`config.mk`:
```
export PLATFORM = sky130hd
export DESIGN_NAME = tank_ctrl
export DESIGN_NICKNAME = d
export VERILOG_FILES = /design/src/rtl/tank_pkg.sv /design/src/rtl/tick_div.sv /design/src/rtl/tank_ctrl.sv
export SDC_FILE = /design/constraint.sdc
export NUM_CORES = 1
export LEC_CHECK = 0
export CORE_ASPECT_RATIO = 2
export CORE_MARGIN = 1
export CORE_UTILIZATION = 40
export DETAILED_ROUTE_END_ITERATION = 12
export PLACE_DENSITY_LB_ADDON = 0.1
export REMOVE_ABC_BUFFERS = 1
export SETUP_SLACK_MARGIN = 0.4
export SYNTH_ARGS = -nofsm -noshare
export SYNTH_HDL_FRONTEND = slang
export SYNTH_SLANG_ARGS = --single-unit
```
`constraint.sdc`:
```
create_clock -name clk -period 6.3 [get_ports clk]
set_input_delay 1.26 -clock clk [delete_from_list [all_inputs] [get_ports clk]]
set_output_delay 1.26 -clock clk [all_outputs]
set_load 0.02 [all_outputs]
```
`src/rtl/tank_pkg.sv`:
```
// tank_pkg: shared direction/position types, shell FSM states and the grid step helper.
package tank_pkg;
   typedef enum logic [1:0] {DIR_UP = 2'd0, DIR_RIGHT = 2'd1, DIR_DOWN = 2'd2, DIR_LEFT = 2'd3} dir_t;
   typedef struct packed {
      logic [5:0] x;
      logic [5:0] y;
      dir_t       dir;
   } tank_pos_t;
   typedef struct packed {
      tank_pos_t pos;
      logic      blocked;
   } step_t;
   typedef enum logic [1:0] {ST_IDLE = 2'd0, ST_FLY = 2'd1, ST_COOL = 2'd2} shell_st_t;
   localparam int GRID_W_DEF = 40;
   localparam int GRID_H_DEF = 30;
   // Bounds are tested before the inc/dec so a blocked step never wraps.
   function automatic step_t step_cell(tank_pos_t pos, dir_t dir, int w, int h);
      step_t r;
      r.pos     = pos;
      r.blocked = 1'b0;
      case (dir)
         DIR_UP:    if (pos.y == 6'd0) r.blocked = 1'b1; else r.pos.y = pos.y - 6'd1;
         DIR_DOWN:  if (int'(pos.y) >= h - 1) r.blocked = 1'b1; else r.pos.y = pos.y + 6'd1;
         DIR_LEFT:  if (pos.x == 6'd0) r.blocked = 1'b1; else r.pos.x = pos.x - 6'd1;
         DIR_RIGHT: if (int'(pos.x) >= w - 1) r.blocked = 1'b1; else r.pos.x = pos.x + 6'd1;
      endcase
      return r;
   endfunction
endpackage

```
`src/rtl/tick_div.sv`:
```
// tick_div: free-running 0..DIV-1 counter with a one-cycle tick on the last count.
module tick_div #(
   parameter int DIV = 4
) (
   input  logic clk,
   input  logic i_rst,
   output logic o_tick
);
   localparam int W = (DIV > 1) ? $clog2(DIV) : 1;
   logic [W-1:0] cnt_q, cnt_d;
   always_comb begin
      o_tick = (cnt_q == W'(DIV - 1));
      cnt_d  = o_tick ? '0 : cnt_q + W'(1);
   end
   always_ff @(posedge clk) cnt_q <= i_rst ? '0 : cnt_d;
endmodule

```
`src/rtl/tank_ctrl.sv`:
```
// tank_ctrl: joystick-driven tank and single shell, committed to the renderer once per frame.
module tank_ctrl
   import tank_pkg::*;
#(
   parameter int   GRID_W     = GRID_W_DEF,
   parameter int   GRID_H     = GRID_H_DEF,
   parameter int   MOVE_DIV   = 2_500_000,
   parameter int   SHELL_DIV  = 625_000,
   parameter int   COOL_TICKS = 8,
   parameter int   INIT_X     = 2,
   parameter int   INIT_Y     = 2,
   parameter dir_t INIT_DIR   = DIR_UP
) (
   input  logic       clk,
   input  logic       i_rst,
   input  logic       i_up,
   input  logic       i_down,
   input  logic       i_left,
   input  logic       i_right,
   input  logic       i_fire,
   input  logic       i_frame_start,
   output logic [5:0] o_tank_x,
   output logic [5:0] o_tank_y,
   output logic [1:0] o_tank_dir,
   output logic       o_shell_valid,
   output logic [5:0] o_shell_x,
   output logic [5:0] o_shell_y
);
   localparam int CW = $clog2(COOL_TICKS + 1);
   localparam tank_pos_t INIT_POS = '{x: 6'(INIT_X), y: 6'(INIT_Y), dir: INIT_DIR};
   logic          move_tick, shell_tick, has_req;
   dir_t          req;
   step_t         tank_step, shell_step;
   tank_pos_t     tank_q, tank_d, shell_q, shell_d, o_tank_q, o_tank_d;
   logic          shell_valid_q, shell_valid_d, o_valid_q, o_valid_d, fire_q, fire_d;
   logic [5:0]    o_sx_q, o_sx_d, o_sy_q, o_sy_d;
   shell_st_t     st_q, st_d;
   logic [CW-1:0] cool_q, cool_d;
   tick_div #(.DIV(MOVE_DIV))  u_move  (.clk(clk), .i_rst(i_rst), .o_tick(move_tick));
   tick_div #(.DIV(SHELL_DIV)) u_shell (.clk(clk), .i_rst(i_rst), .o_tick(shell_tick));
   always_comb begin
      has_req       = i_up | i_down | i_left | i_right;
      req           = i_up ? DIR_UP : i_down ? DIR_DOWN : i_left ? DIR_LEFT : DIR_RIGHT;
      tank_step     = step_cell(tank_q, tank_q.dir, GRID_W, GRID_H);
      shell_step    = step_cell(shell_q, shell_q.dir, GRID_W, GRID_H);
      fire_d        = i_fire;
      tank_d        = tank_q;
      st_d          = st_q;
      shell_d       = shell_q;
      shell_valid_d = shell_valid_q;
      cool_d        = cool_q;
      if (move_tick && has_req && req != tank_q.dir) tank_d.dir = req;
      else if (move_tick && has_req && !tank_step.blocked) tank_d = tank_step.pos;
      case (st_q)
         ST_IDLE: if (i_fire && !fire_q) begin
            st_d          = ST_FLY;
            shell_d       = tank_q;
            shell_valid_d = 1'b1;
         end
         ST_FLY: if (shell_tick && shell_step.blocked) begin
            st_d          = ST_COOL;
            shell_valid_d = 1'b0;
            cool_d        = CW'(COOL_TICKS);
         end else if (shell_tick) shell_d = shell_step.pos;
         ST_COOL: if (shell_tick) begin
            cool_d = cool_q - CW'(1);
            st_d   = (cool_q <= CW'(1)) ? ST_IDLE : ST_COOL;
         end
         default: st_d = ST_IDLE;
      endcase
      // Shadow registers sample the pre-edge internal state only at frame start.
      o_tank_d  = i_frame_start ? tank_q : o_tank_q;
      o_valid_d = i_frame_start ? shell_valid_q : o_valid_q;
      o_sx_d    = i_frame_start ? (shell_valid_q ? shell_q.x : 6'd0) : o_sx_q;
      o_sy_d    = i_frame_start ? (shell_valid_q ? shell_q.y : 6'd0) : o_sy_q;
   end
   always_ff @(posedge clk) begin
      if (i_rst) begin
         tank_q        <= INIT_POS;
         shell_q       <= '0;
         shell_valid_q <= 1'b0;
         st_q          <= ST_IDLE;
         cool_q        <= '0;
         fire_q        <= 1'b0;
         o_tank_q      <= INIT_POS;
         o_valid_q     <= 1'b0;
         o_sx_q        <= '0;
         o_sy_q        <= '0;
      end else begin
         tank_q        <= tank_d;
         shell_q       <= shell_d;
         shell_valid_q <= shell_valid_d;
         st_q          <= st_d;
         cool_q        <= cool_d;
         fire_q        <= fire_d;
         o_tank_q      <= o_tank_d;
         o_valid_q     <= o_valid_d;
         o_sx_q        <= o_sx_d;
         o_sy_q        <= o_sy_d;
      end
   end
   assign o_tank_x      = o_tank_q.x;
   assign o_tank_y      = o_tank_q.y;
   assign o_tank_dir    = o_tank_q.dir;
   assign o_shell_valid = o_valid_q;
   assign o_shell_x     = o_sx_q;
   assign o_shell_y     = o_sy_q;
endmodule

```
==> results of run 1 <==
-- routing by layer --
| layer | up-vias | global-route usage (%) | share of wire, % |
|---|---|---|---|
| met3 | 25 | 2.21 | 1.9 |
| met2 | 56 | 34.6 | 55 |
| met4 | 0 | 9.40 | 3.4 |
| met5 | - | 0 | 0 |
| met1 | 2001 | 19.3 | 40 |
| li1 | 2140 | - | - |
-- state kept, by name, indices dropped and copies added (netlist names) --
| name | count |
|---|---|
| fire_q | 1 |
| shell_valid_q | 1 |
| u_move.cnt_q | 22 |
| o_tank_y | 6 |
| o_shell_valid | 1 |
| st_q | 2 |
| o_shell_x | 6 |
| shell_q | 14 |
| tank_q | 14 |
| u_shell.cnt_q | 20 |
| o_tank_x | 6 |
| o_tank_dir | 2 |
| cool_q | 4 |
| o_shell_y | 6 |
-- power groups by stage --
stage | Clock [mW] | Sequential (mW) | Combinational (mW)
finish | 0.604 | 0.694 | 0.116
detailed placement | 0 | 0.709 | 0.116
floorplan | 0 | 0.705 | 0.0764
global placement | 0 | 0.709 | 0.113
global route | 0.646 | 0.696 | 0.130
CTS | 0.625 | 0.694 | 0.117
-- cells by family after synthesis --
| group | synth area share [%] |
|---|---|
| mux | 4.58 |
| xor+xnor | 10.0 |
| simple gates | 25.1 |
| compound gates | 10.8 |
| buf+inv | 3.08 |
| fa+ha+maj | 6.30 |
| flops | 40.1 |
-- cell usage after synthesis, types with 11 or more instances --
cell type	number	share of area, %
sky130_fd_sc_hd__ha_1	20	4.8
sky130_fd_sc_hd__clkbuf_1	18	1.3
sky130_fd_sc_hd__xnor2_1	27	4.5
sky130_fd_sc_hd__mux2i_1	24	4.6
sky130_fd_sc_hd__nand2b_1	19	2.3
sky130_fd_sc_hd__dfxtp_1	105	40
sky130_fd_sc_hd__nand3_1	33	3.1
sky130_fd_sc_hd__inv_1	15	1.1
sky130_fd_sc_hd__nor2_1	97	6.9
sky130_fd_sc_hd__xor2_1	33	5.5
sky130_fd_sc_hd__o21ai_0	11	1.0
sky130_fd_sc_hd__a21oi_1	38	3.6
sky130_fd_sc_hd__nand2_1	43	3.1
-- path summary, 6_finish.rpt --
check / startpoint / slack [ns] / end / cells after the start
max: i_left / 3.50 / tank_q[3] / 7
min: u_shell.cnt_q[0] / 0.44 / u_shell.cnt_q[0] / 1
max reg2reg: tank_q[1] / 3.89 / tank_q[13] / 9
min reg2reg: u_shell.cnt_q[0] / 0.44 / u_shell.cnt_q[0] / 1
-- final cells by class --
type                    instances  area share (%)
clock buffers                  11            4.04
clock inverters                 5            1.31
inverters                      15           0.938
multi-input cells             460            49.7
flip-flops and latches        105            35.0
well taps                     150            3.13
repair buffers                 36            5.84
==> key figures, run 1 <==
Synthesis
  – Count of flip-flops with a built-in enable after synthesis: 0
  – Sequential area share after synthesis: 40.1%
  – Synth warn: 0
  – Post-synthesis register bit count: 105
  – Avg Cell Area, Syn: 8.67 µm²
  – Count of cell types in the netlist: 52
  – Proportion of synthesized flip-flops having asynchronous set or reset: 0%
  – Cell area after technology mapping: 0.00524 mm²
  – Dominant register cell in the synthesized netlist: sky130_fd_sc_hd__dfxtp_1
  – Instance count of the mapped netlist: 605

Setup path
  – Crit path required time: 6.54 ns
  – Cell-by-cell listing of the critical path: clkdlybuf4s50_1 > xor2_1 > nor4b_1 > or3_1 > and3_1 > nor2b_1 > a211o_1
  – Worst setup path class: in2reg
  – Largest stage delay, worst path: 0.47 ns
  – Startpoint Class: primary input
  – Worst path bufs/invs: 1
  – Biggest fanout along the worst timing path: 8
  – Cell type of the slowest stage on the worst timing path: sky130_fd_sc_hd__clkdlybuf4s50_1
  – Top Family by Delay on Critical Path: simple AND/OR/NAND/NOR gates
  – Critical Path Sink Type: flip-flop
  – Signal arrival time at the worst endpoint: 3.03 ns

Power
  – Clock Power Share: 42.7%
  – Internal power consumption: 1.09 mW
  – Proportion of total power due to net switching: 23.3%
  – Leakage component of the power: 2.16 nW
  – Sw power: 329 µW
  – Power density over the cells: 236 mW/mm²
  – Logic pwr share: 8.2%
  – Highest ir drop seen on vdd: 0.134 mV
  – Relative contribution of sequential cells to total power: 49.1%
  – Post-layout power: 1.41 mW

Routing
  – Final routed DRC violation total: 0
  – Antenna Violating Nets Remaining: 0
  – Count of vias placed by the detailed router: 4222
  – Count of routing violations after the opening detailed-route iteration: 172
  – Total Wirelength: 11800 µm
  – Pre-antenna DRT Iters: 4
  – Post-DR wirelength/cell: 15.0 µm
  – Via density per instance: 5.40

Timing
  – Clock period minus worst slack: 2.80 ns
  – Transition time of the tightest slew-check pin: 0.887 ns
  – Hold Slack: 0.441 ns
  – Worst-case headroom to the max-slew limit: 40.8%
  – Maximum clock skew at final layout: 0.00883 ns
  – Worst-case setup margin in the final layout: 3.50 ns
  – Final-report max-slew violation count: 0
  – Hold violation total from the final report: 0
  – F_max: 0.357 GHz
  – Final number of setup-violating endpoints: 0
  – Unrepaired setup endpoints after global routing: false
  – Final critical-path share of the clock period: 44.4%
  – Sum of negative setup slack: 0 ns

GRT
  – Maximum number of pins on one net before global-route repair: 44
  – All-Layer GR Usage: 18.2%
  – Number of global-route vias before repair: 4175
  – Wire length of the first global-routing pass: 20000 µm
  – Global route total overflow: 0
  – Initial antenna violation count: 0

Cells and area
  – Layout Cells excl Fill: 782
  – Commonest non-fill, non-tap cell in the layout: sky130_fd_sc_hd__dfxtp_1
  – Antenna diode count: 0
  – Area growth from synthesis to layout: 14.5%
  – Ratio of cells with drive above 1 in the final layout: 4.59%
  – Final design instance area without fill: 0.00600 mm²
  – Area of all sequential standard cells: 0.00210 mm²
  – Most frequent cells in the layout: 105 x sky130_fd_sc_hd__dfxtp_1, 97 x sky130_fd_sc_hd__nor2_1, 43 x sky130_fd_sc_hd__nand2_1, 38 x sky130_fd_sc_hd__a21oi_1
  – Multi-input combinational cell area: 0.00298 mm²
  – Filler Cell Count: 1212
  – Fraction of the core area covered by cells at the end of the flow: 47.3%
  – Nets@finish: 659

Placed design
  – Final estimated routing congestion in global placement: 0.846
  – Placed Cells: 766
  – Total of buffers placed on input and output ports: 34
  – Detailed Place HPWL: 8620 µm
  – Worst slack at placement: 3.12 ns
  – Post-placement cell area: 0.00568 mm²

Floorplanning
  – Die Y-Extent: 164 µm
  – Number of core rows: 58
  – Boundary Pins: 35
  – Total core area: 0.0127 mm²
  – Starting Density: 41.3%
  – Die ar.: 0.0136 mm²
  – Die width: 83.0 µm

Status
  – Outcome: finished clean

CTS
  – Number of sinks handled by clock tree synthesis: 105
  – Maximum clock path buffer count: 2
  – CTS Root Cell: sky130_fd_sc_hd__clkbuf_16
  – Clock transition at the registers of the reported paths: 0.07 ns
  – Post-CTS resize count: 0
  – Number of buffers added by the clock tree synthesis step: 9
  – Number of buffers added for setup after CTS: 0
  – Clock network latency to the later pin of the worst-skew pair: 0.35 ns
  – Count of H-tree levels built during CTS: 3
  – CTS tree: yes
  – Number of buffers added to fix hold violations after cts: 0

Job
  – Count of max-cap constraint violations: 0

Hold path
  – Path class of the lowest-slack min-delay path: reg2reg
(Power assumes the default switching activity.)
==> run 2: changes to the inputs <==
==> constraint.sdc (replaced) <==
create_clock -name clk -period 2.5 [get_ports clk]
set_input_delay 0.5 -clock clk [delete_from_list [all_inputs] [get_ports clk]]
set_output_delay 0.5 -clock clk [all_outputs]
set_load 0.02 [all_outputs]
==> run 2 against run 1 <==
Against the previous run: largest cell class unchanged; global-route usage fell by 0.084 points; via count rose by 1.9%; non-clock buffer count is 14 higher.
==> key figures, run 2 (synthesized netlist as in run 1, its figures left out) <==
CTS
  – Number of buffers added by the clock tree synthesis step: 9 (unchanged)
  – Number of sinks handled by clock tree synthesis: 105 (unchanged)
  – Count of H-tree levels built during CTS: 3 (unchanged)
  – Clock network latency to the later pin of the worst-skew pair: 0.34 ns (about the same)
  – CTS Root Cell: sky130_fd_sc_hd__clkbuf_16
  – Maximum clock path buffer count: 2 (unchanged)
  – CTS tree: yes
  – Clock transition at the registers of the reported paths: 0.07 ns (about the same)

Cells and area
  – Largest register FFs: 22 (unchanged)
  – Final design instance area without fill: 0.00624 mm² (+4.0%)
  – Ratio of cells with drive above 1 in the final layout: 11.6% (+7.0 points)
  – Area growth from synthesis to layout: 19.0%
  – Most frequent cells in the layout: 99 x sky130_fd_sc_hd__dfxtp_1, 97 x sky130_fd_sc_hd__nor2_1, 42 x sky130_fd_sc_hd__nand2_1, 35 x sky130_fd_sc_hd__a21oi_1
  – Nets@finish: 673 (+2.1%)
  – Largest registers: u_move.cnt_q x22, u_shell.cnt_q x20
  – Commonest non-fill, non-tap cell in the layout: sky130_fd_sc_hd__dfxtp_1
  – Register with the most flip-flops: u_move.cnt_q
  – Antenna diode count: 0 (unchanged)

Placed design
  – Post-placement cell area: 0.00576 mm² (+1.4%)
  – Total of buffers placed on input and output ports: 34 (unchanged)
  – Detailed Place HPWL: 8830 µm (+2.4%)
  – Final estimated routing congestion in global placement: 0.830 (-1.9%)

Timing
  – Clock period minus worst slack: 2.06 ns
  – Maximum clock skew at final layout: 0.0110 ns (+0.00220 ns)
  – Hold violation total from the final report: 0 (unchanged)
  – Final critical-path share of the clock period: 82.6%
  – Final-report max-slew violation count: 0 (unchanged)
  – F_max: 0.484 GHz
  – Transition time of the tightest slew-check pin: 0.658 ns (-0.230 ns)
  – Unrepaired setup endpoints after global routing: true
  – Worst-case headroom to the max-slew limit: 55.8% (+15 points)
  – Final number of setup-violating endpoints: 0 (unchanged)
  – Sum of negative setup slack: 0 ns (unchanged)

Routing
  – Count of vias placed by the detailed router: 4303 (+1.9%)
  – Final routed DRC violation total: 0 (unchanged)
  – Count of routing violations after the opening detailed-route iteration: 166 (-3.5%)
  – Total Wirelength: 12000 µm (+1.9%)
  – Via density per instance: 5.41 (+0.13%)
  – Pre-antenna DRT Iters: 4 (unchanged)
  – Post-DR wirelength/cell: 15.0 µm (+0.12%)
  – Antenna Violating Nets Remaining: 0 (unchanged)

Setup path
  – Cell type of the slowest stage on the worst timing path: sky130_fd_sc_hd__ha_1
  – Cell-by-cell listing of the critical path: buf_4 > nand2b_2 > ha_1 > a21oi_1 > o21ai_1 > a21oi_1 > xnor2_1 > nand2_1 > a311oi_1
  – Crit path required time: 2.75 ns (-3.79 ns)
  – Signal arrival time at the worst endpoint: 2.32 ns (-0.71 ns)
  – Top Family by Delay on Critical Path: compound AO/OA/AOI/OAI gates
  – Startpoint Class: flip-flop
  – Most numerous cell on the critical path: sky130_fd_sc_hd__a21oi_1
  – Worst setup path class: reg2reg
  – Critical Path Sink Type: flip-flop
  – Worst path bufs/invs: 1 (unchanged)
  – Largest stage delay, worst path: 0.38 ns (-0.09 ns)
  – Biggest fanout along the worst timing path: 6 (-2)

GRT
  – Initial antenna violation count: 0 (unchanged)
  – All-Layer GR Usage: 18.1% (-0.084 points)
  – Global route total overflow: 0 (unchanged)
  – Maximum number of pins on one net before global-route repair: 42 (-4.5%)
  – Wire length of the first global-routing pass: 19800 µm (-0.97%)
  – Number of global-route vias before repair: 4154 (-0.50%)

Floorplanning
  – Die Y-Extent: 164 µm (unchanged)
  – Die width: 83.0 µm (unchanged)
  – Boundary Pins: 35 (unchanged)
  – Starting Density: 41.3% (unchanged)
  – Die ar.: 0.0136 mm² (unchanged)
  – Total core area: 0.0127 mm² (unchanged)
  – Number of core rows: 58 (unchanged)

Status
  – Outcome: finished clean

Power
  – Highest ir drop seen on vdd: 0.354 mV (+160%)
  – Power density over the cells: 548 mW/mm² (+130%)
  – Leakage component of the power: 2.22 nW (+2.9%)

Job
  – Count of max-cap constraint violations: 0 (unchanged)

Hold path
  – Path class of the lowest-slack min-delay path: reg2reg
run 2: metrics by stage:
step	setup slack [ns]	total power [mW]	utilization, %	hold WS, ns	instances
after global placement	0.145	2.09	45.3	0.423	777
after global routing	0.306	3.57	49.2	0.470	796
final	0.436	3.42	49.2	0.430	796
after floorplan	0.441	1.97	-	0.413	580
after detailed placement	0.103	2.09	45.3	0.441	777
after CTS	0.382	3.45	48.2	0.454	794
run 2: worst paths after layout:
path | start | endpoint | slack, ns | depth (start not counted)
worst min-delay path | u_move.cnt_q[0] | u_move.cnt_q[0] | 0.43 | 1
worst max register to register | shell_q[0] | shell_q[7] | 0.44 | 9
worst min register to register | u_move.cnt_q[0] | u_move.cnt_q[0] | 0.43 | 1
worst max-delay path | shell_q[0] | shell_q[7] | 0.44 | 9
run 2: report_power, final:
group	switching [mW]	internal, mW
Combinational	0.174	0.151
Clock	0.617	0.729
Sequential	0.0452	1.70
run 2: metal layers:
layer | routed length (µm) | vias up | GRT usage (%)
li1 | - | 2173 | -
met1 | 4640 | 2061 | 18.1
met2 | 6840 | 50 | 35.9
met3 | 187 | 19 | 2.86
met4 | 314 | 0 | 8.07
met5 | 0 | - | 0
run 2: cell type report:
cell class	instances	area [µm²]
Inverter	15	56.3
Clock buffer	12	256
Clock inverter	4	27.5
Multi-Input combinational cell	460	3130
Tap cell	150	188
Timing Repair Buffer	50	468
Sequential cell	105	2110
Fill cell	1209	6460
run 2: what timing repair did:
| item | in CTS | in global routing |
|---|---|---|
| resized for setup | 16 | 28 |
| endpoints found under the setup margin | 22 | 27 |
| setup buffers | 1 | 2 |
| pin swaps | 3 | 4 |
| hold buffers | 0 | 0 |
==> run 3: changes to the inputs <==
==> constraint.sdc (replaced) <==
create_clock -name clk -period 1.7 [get_ports clk]
set_input_delay 0.34 -clock clk [delete_from_list [all_inputs] [get_ports clk]]
set_output_delay 0.34 -clock clk [all_outputs]
set_load 0.02 [all_outputs]
==> run 3 against run 2 <==
Against the previous run: combinational power increased by 130%; largest power group unchanged; hold slack got worse by 0.028 ns; largest cell class unchanged; critical path type unchanged; the flow now finishes with violations (setup timing); maximum frequency up 6.9%; critical path depth decreased by 3.
==> key figures, run 3 (synthesized netlist as in run 1, its figures left out) <==
Status
  – Outcome: complete, but fails checks
  – Failing checks: setup timing

CTS
  – CTS Root Cell: sky130_fd_sc_hd__clkbuf_16
  – Number of buffers added by the clock tree synthesis step: 9 (unchanged)
  – Clock transition at the registers of the reported paths: 0.07 ns (about the same)
  – Clock network latency to the later pin of the worst-skew pair: 0.34 ns (about the same)
  – Maximum clock path buffer count: 2 (unchanged)
  – Count of H-tree levels built during CTS: 3 (unchanged)
  – Number of sinks handled by clock tree synthesis: 105 (unchanged)
  – CTS tree: yes

Timing
  – Final number of setup-violating endpoints: 63 (+63)
  – Hold violation total from the final report: 0 (unchanged)
  – Worst-case setup margin in the final layout: -0.231 ns (-0.666 ns)
  – Sum of negative setup slack: -8.87 ns (-8.87 ns)
  – Unrepaired setup endpoints after global routing: true
  – Final critical-path share of the clock period: 114% (+31 points)
  – Worst-case headroom to the max-slew limit: 62.9% (+7.1 points)
  – Maximum clock skew at final layout: 0.00801 ns (-0.00301 ns)
  – Final-report max-slew violation count: 0 (unchanged)
  – Transition time of the tightest slew-check pin: 0.556 ns (-0.102 ns)
  – Clock period minus worst slack: 1.93 ns (-0.134 ns)
  – F_max: 0.518 GHz (+6.9%)

Cells and area
  – Largest register FFs: 22 (unchanged)
  – Most frequent cells in the layout: 165 x sky130_fd_sc_hd__buf_4, 90 x sky130_fd_sc_hd__nor2_1, 87 x sky130_fd_sc_hd__dfxtp_1, 36 x sky130_fd_sc_hd__nand2_1, 32 x sky130_fd_sc_hd__xor2_1
  – Nets@finish: 851 (+26%)
  – Area of all sequential standard cells: 0.00213 mm² (+1.1%)
  – Antenna diode count: 0 (unchanged)
  – Register with the most flip-flops: u_move.cnt_q
  – Multi-input combinational cell area: 0.00354 mm² (+13%)
  – Area growth from synthesis to layout: 53.6%
  – Largest registers: u_move.cnt_q x22, u_shell.cnt_q x20
  – Final design instance area without fill: 0.00806 mm² (+29%)
  – Filler Cell Count: 1071 (-11%)
  – Commonest non-fill, non-tap cell in the layout: sky130_fd_sc_hd__buf_4
  – Ratio of cells with drive above 1 in the final layout: 42.1% (+31 points)

Routing
  – Pre-antenna DRT Iters: 4 (unchanged)
  – Count of vias placed by the detailed router: 5085 (+18%)
  – Count of routing violations after the opening detailed-route iteration: 151 (-9.0%)
  – Total Wirelength: 15100 µm (+26%)
  – Post-DR wirelength/cell: 15.5 µm (+2.7%)
  – Antenna Violating Nets Remaining: 0 (unchanged)
  – Final routed DRC violation total: 0 (unchanged)
  – Via density per instance: 5.22 (-3.4%)

Setup path
  – Signal arrival time at the worst endpoint: 2.19 ns (-0.13 ns)
  – Crit path required time: 1.96 ns (-0.79 ns)
  – Beginning of the worst register-to-register path: shell_q[1]
  – Biggest fanout along the worst timing path: 6 (unchanged)
  – Terminus of the critical flop-to-flop path: cool_q[3]
  – Setup crit end: cool_q[3]
  – Worst setup path class: reg2reg
  – Startpoint Class: flip-flop
  – R2R setup slack: -0.23 ns (-0.67 ns)
  – Worst Reg-to-Reg Cells: 6 (-3)
  – Origin of the worst setup path: shell_q[1]
  – Critical Path Sink Type: flip-flop

GRT
  – Maximum number of pins on one net before global-route repair: 42 (unchanged)
  – Initial antenna violation count: 0 (unchanged)
  – Wire length of the first global-routing pass: 23900 µm (+21%)
  – All-Layer GR Usage: 22.0% (+3.9 points)
  – Global route total overflow: 0 (unchanged)
  – Number of global-route vias before repair: 5263 (+27%)

Floorplanning
  – Boundary Pins: 35 (unchanged)
  – Number of core rows: 58 (unchanged)
  – Starting Density: 41.3% (unchanged)
  – Die ar.: 0.0136 mm² (unchanged)
  – Die width: 83.0 µm (unchanged)
  – Total core area: 0.0127 mm² (unchanged)
  – Die Y-Extent: 164 µm (unchanged)

Power
  – Leakage component of the power: 3.34 nW (+50%)
  – Power density over the cells: 658 mW/mm² (+20%)
  – Highest ir drop seen on vdd: 0.651 mV (+84%)

Placed design
  – Post-placement cell area: 0.00693 mm² (+20%)
  – Total of buffers placed on input and output ports: 34 (unchanged)
  – Final estimated routing congestion in global placement: 0.830 (about the same)
  – Detailed Place HPWL: 10800 µm (+22%)

Hold path
  – Path class of the lowest-slack min-delay path: in2reg
  – Start point of the worst hold path: i_fire

Job
  – Count of max-cap constraint violations: 0 (unchanged)
-- run 3: cell types whose count changed in the layout (fill, tap and decap cells not counted), sizes merged, moves of 2 or more --
| cell | delta |
|---|---|
| buf | +198 |
| clkdlybuf4s50 | -29 |
| inv | +2 |
| clkdlybuf4s15 | +5 |
| dlygate4sd2 | +2 |
-- run 3: per-stage QoR --
step / util [%] / power (mW) / setup WS (ns) / cells / hold WS, ns
after global routing: 63.4 / 5.50 / -0.339 / 974 / 0.440
after CTS: 62.2 / 5.31 / -0.244 / 960 / 0.382
final: 63.4 / 5.30 / -0.231 / 974 / 0.402
after floorplan: - / 2.90 / -0.359 / 580 / 0.409
after detailed placement: 54.5 / 3.23 / -0.607 / 924 / 0.458
after global placement: 54.5 / 3.21 / -0.507 / 924 / 0.454
-- run 3: area by class of cell --
type                       count  share of cell area (%)
clock buffer                  11                    3.14
clock inverter                 5                   0.466
inverter                      15                   0.761
multi-input combinational    461                    44.0
sequential                   105                    26.5
tap                          150                    2.33
timing repair buffer         227                    22.8
-- run 3: timing repair --
| item | 4_1_cts | 5_1_grt |
|---|---|---|
| gates cloned | 1 | 1 |
| hold buffers | 0 | 0 |
| endpoints found under the setup margin | 104 | 96 |
| resized for setup | 208 | 53 |
| setup buffers | 19 | 13 |
| pin swaps | 58 | 31 |
-- run 3: per-layer routing --
metal / wire length, µm / vias to the layer above / track usage [%]
met5: 0 / - / 0
met4: 701 / 0 / 13.4
met3: 272 / 45 / 2.86
met2: 8930 / 75 / 45.0
met1: 5160 / 2441 / 19.8
li1: - / 2524 / -
-- run 3: worst min path at each step --
| stage | endpoint | slack, ns | cells past startpoint |
|---|---|---|---|
| after global placement | o_shell_y[4] | 0.45 | 2 |
| after floorplan | cool_q[3] | 0.41 | 1 |
| after CTS | fire_q | 0.38 | 2 |
| after global routing | fire_q | 0.44 | 2 |
| final | fire_q | 0.40 | 2 |
| after detailed placement | o_shell_y[4] | 0.46 | 2 |
-- run 3: power by group --
part	switching, mW	internal (mW)
clock	0.937	1.08
sequential	0.0443	2.50
combinational	0.356	0.378
-- run 3: critical path: stages, from the launching register on --
cell and delay, ns:
sky130_fd_sc_hd__dfxtp_4 0.40, sky130_fd_sc_hd__or4b_4 0.48, sky130_fd_sc_hd__o41ai_4 0.28, sky130_fd_sc_hd__o21ai_2 0.15, sky130_fd_sc_hd__nand3b_1 0.25, sky130_fd_sc_hd__buf_4 0.17, sky130_fd_sc_hd__a21oi_1 0.13
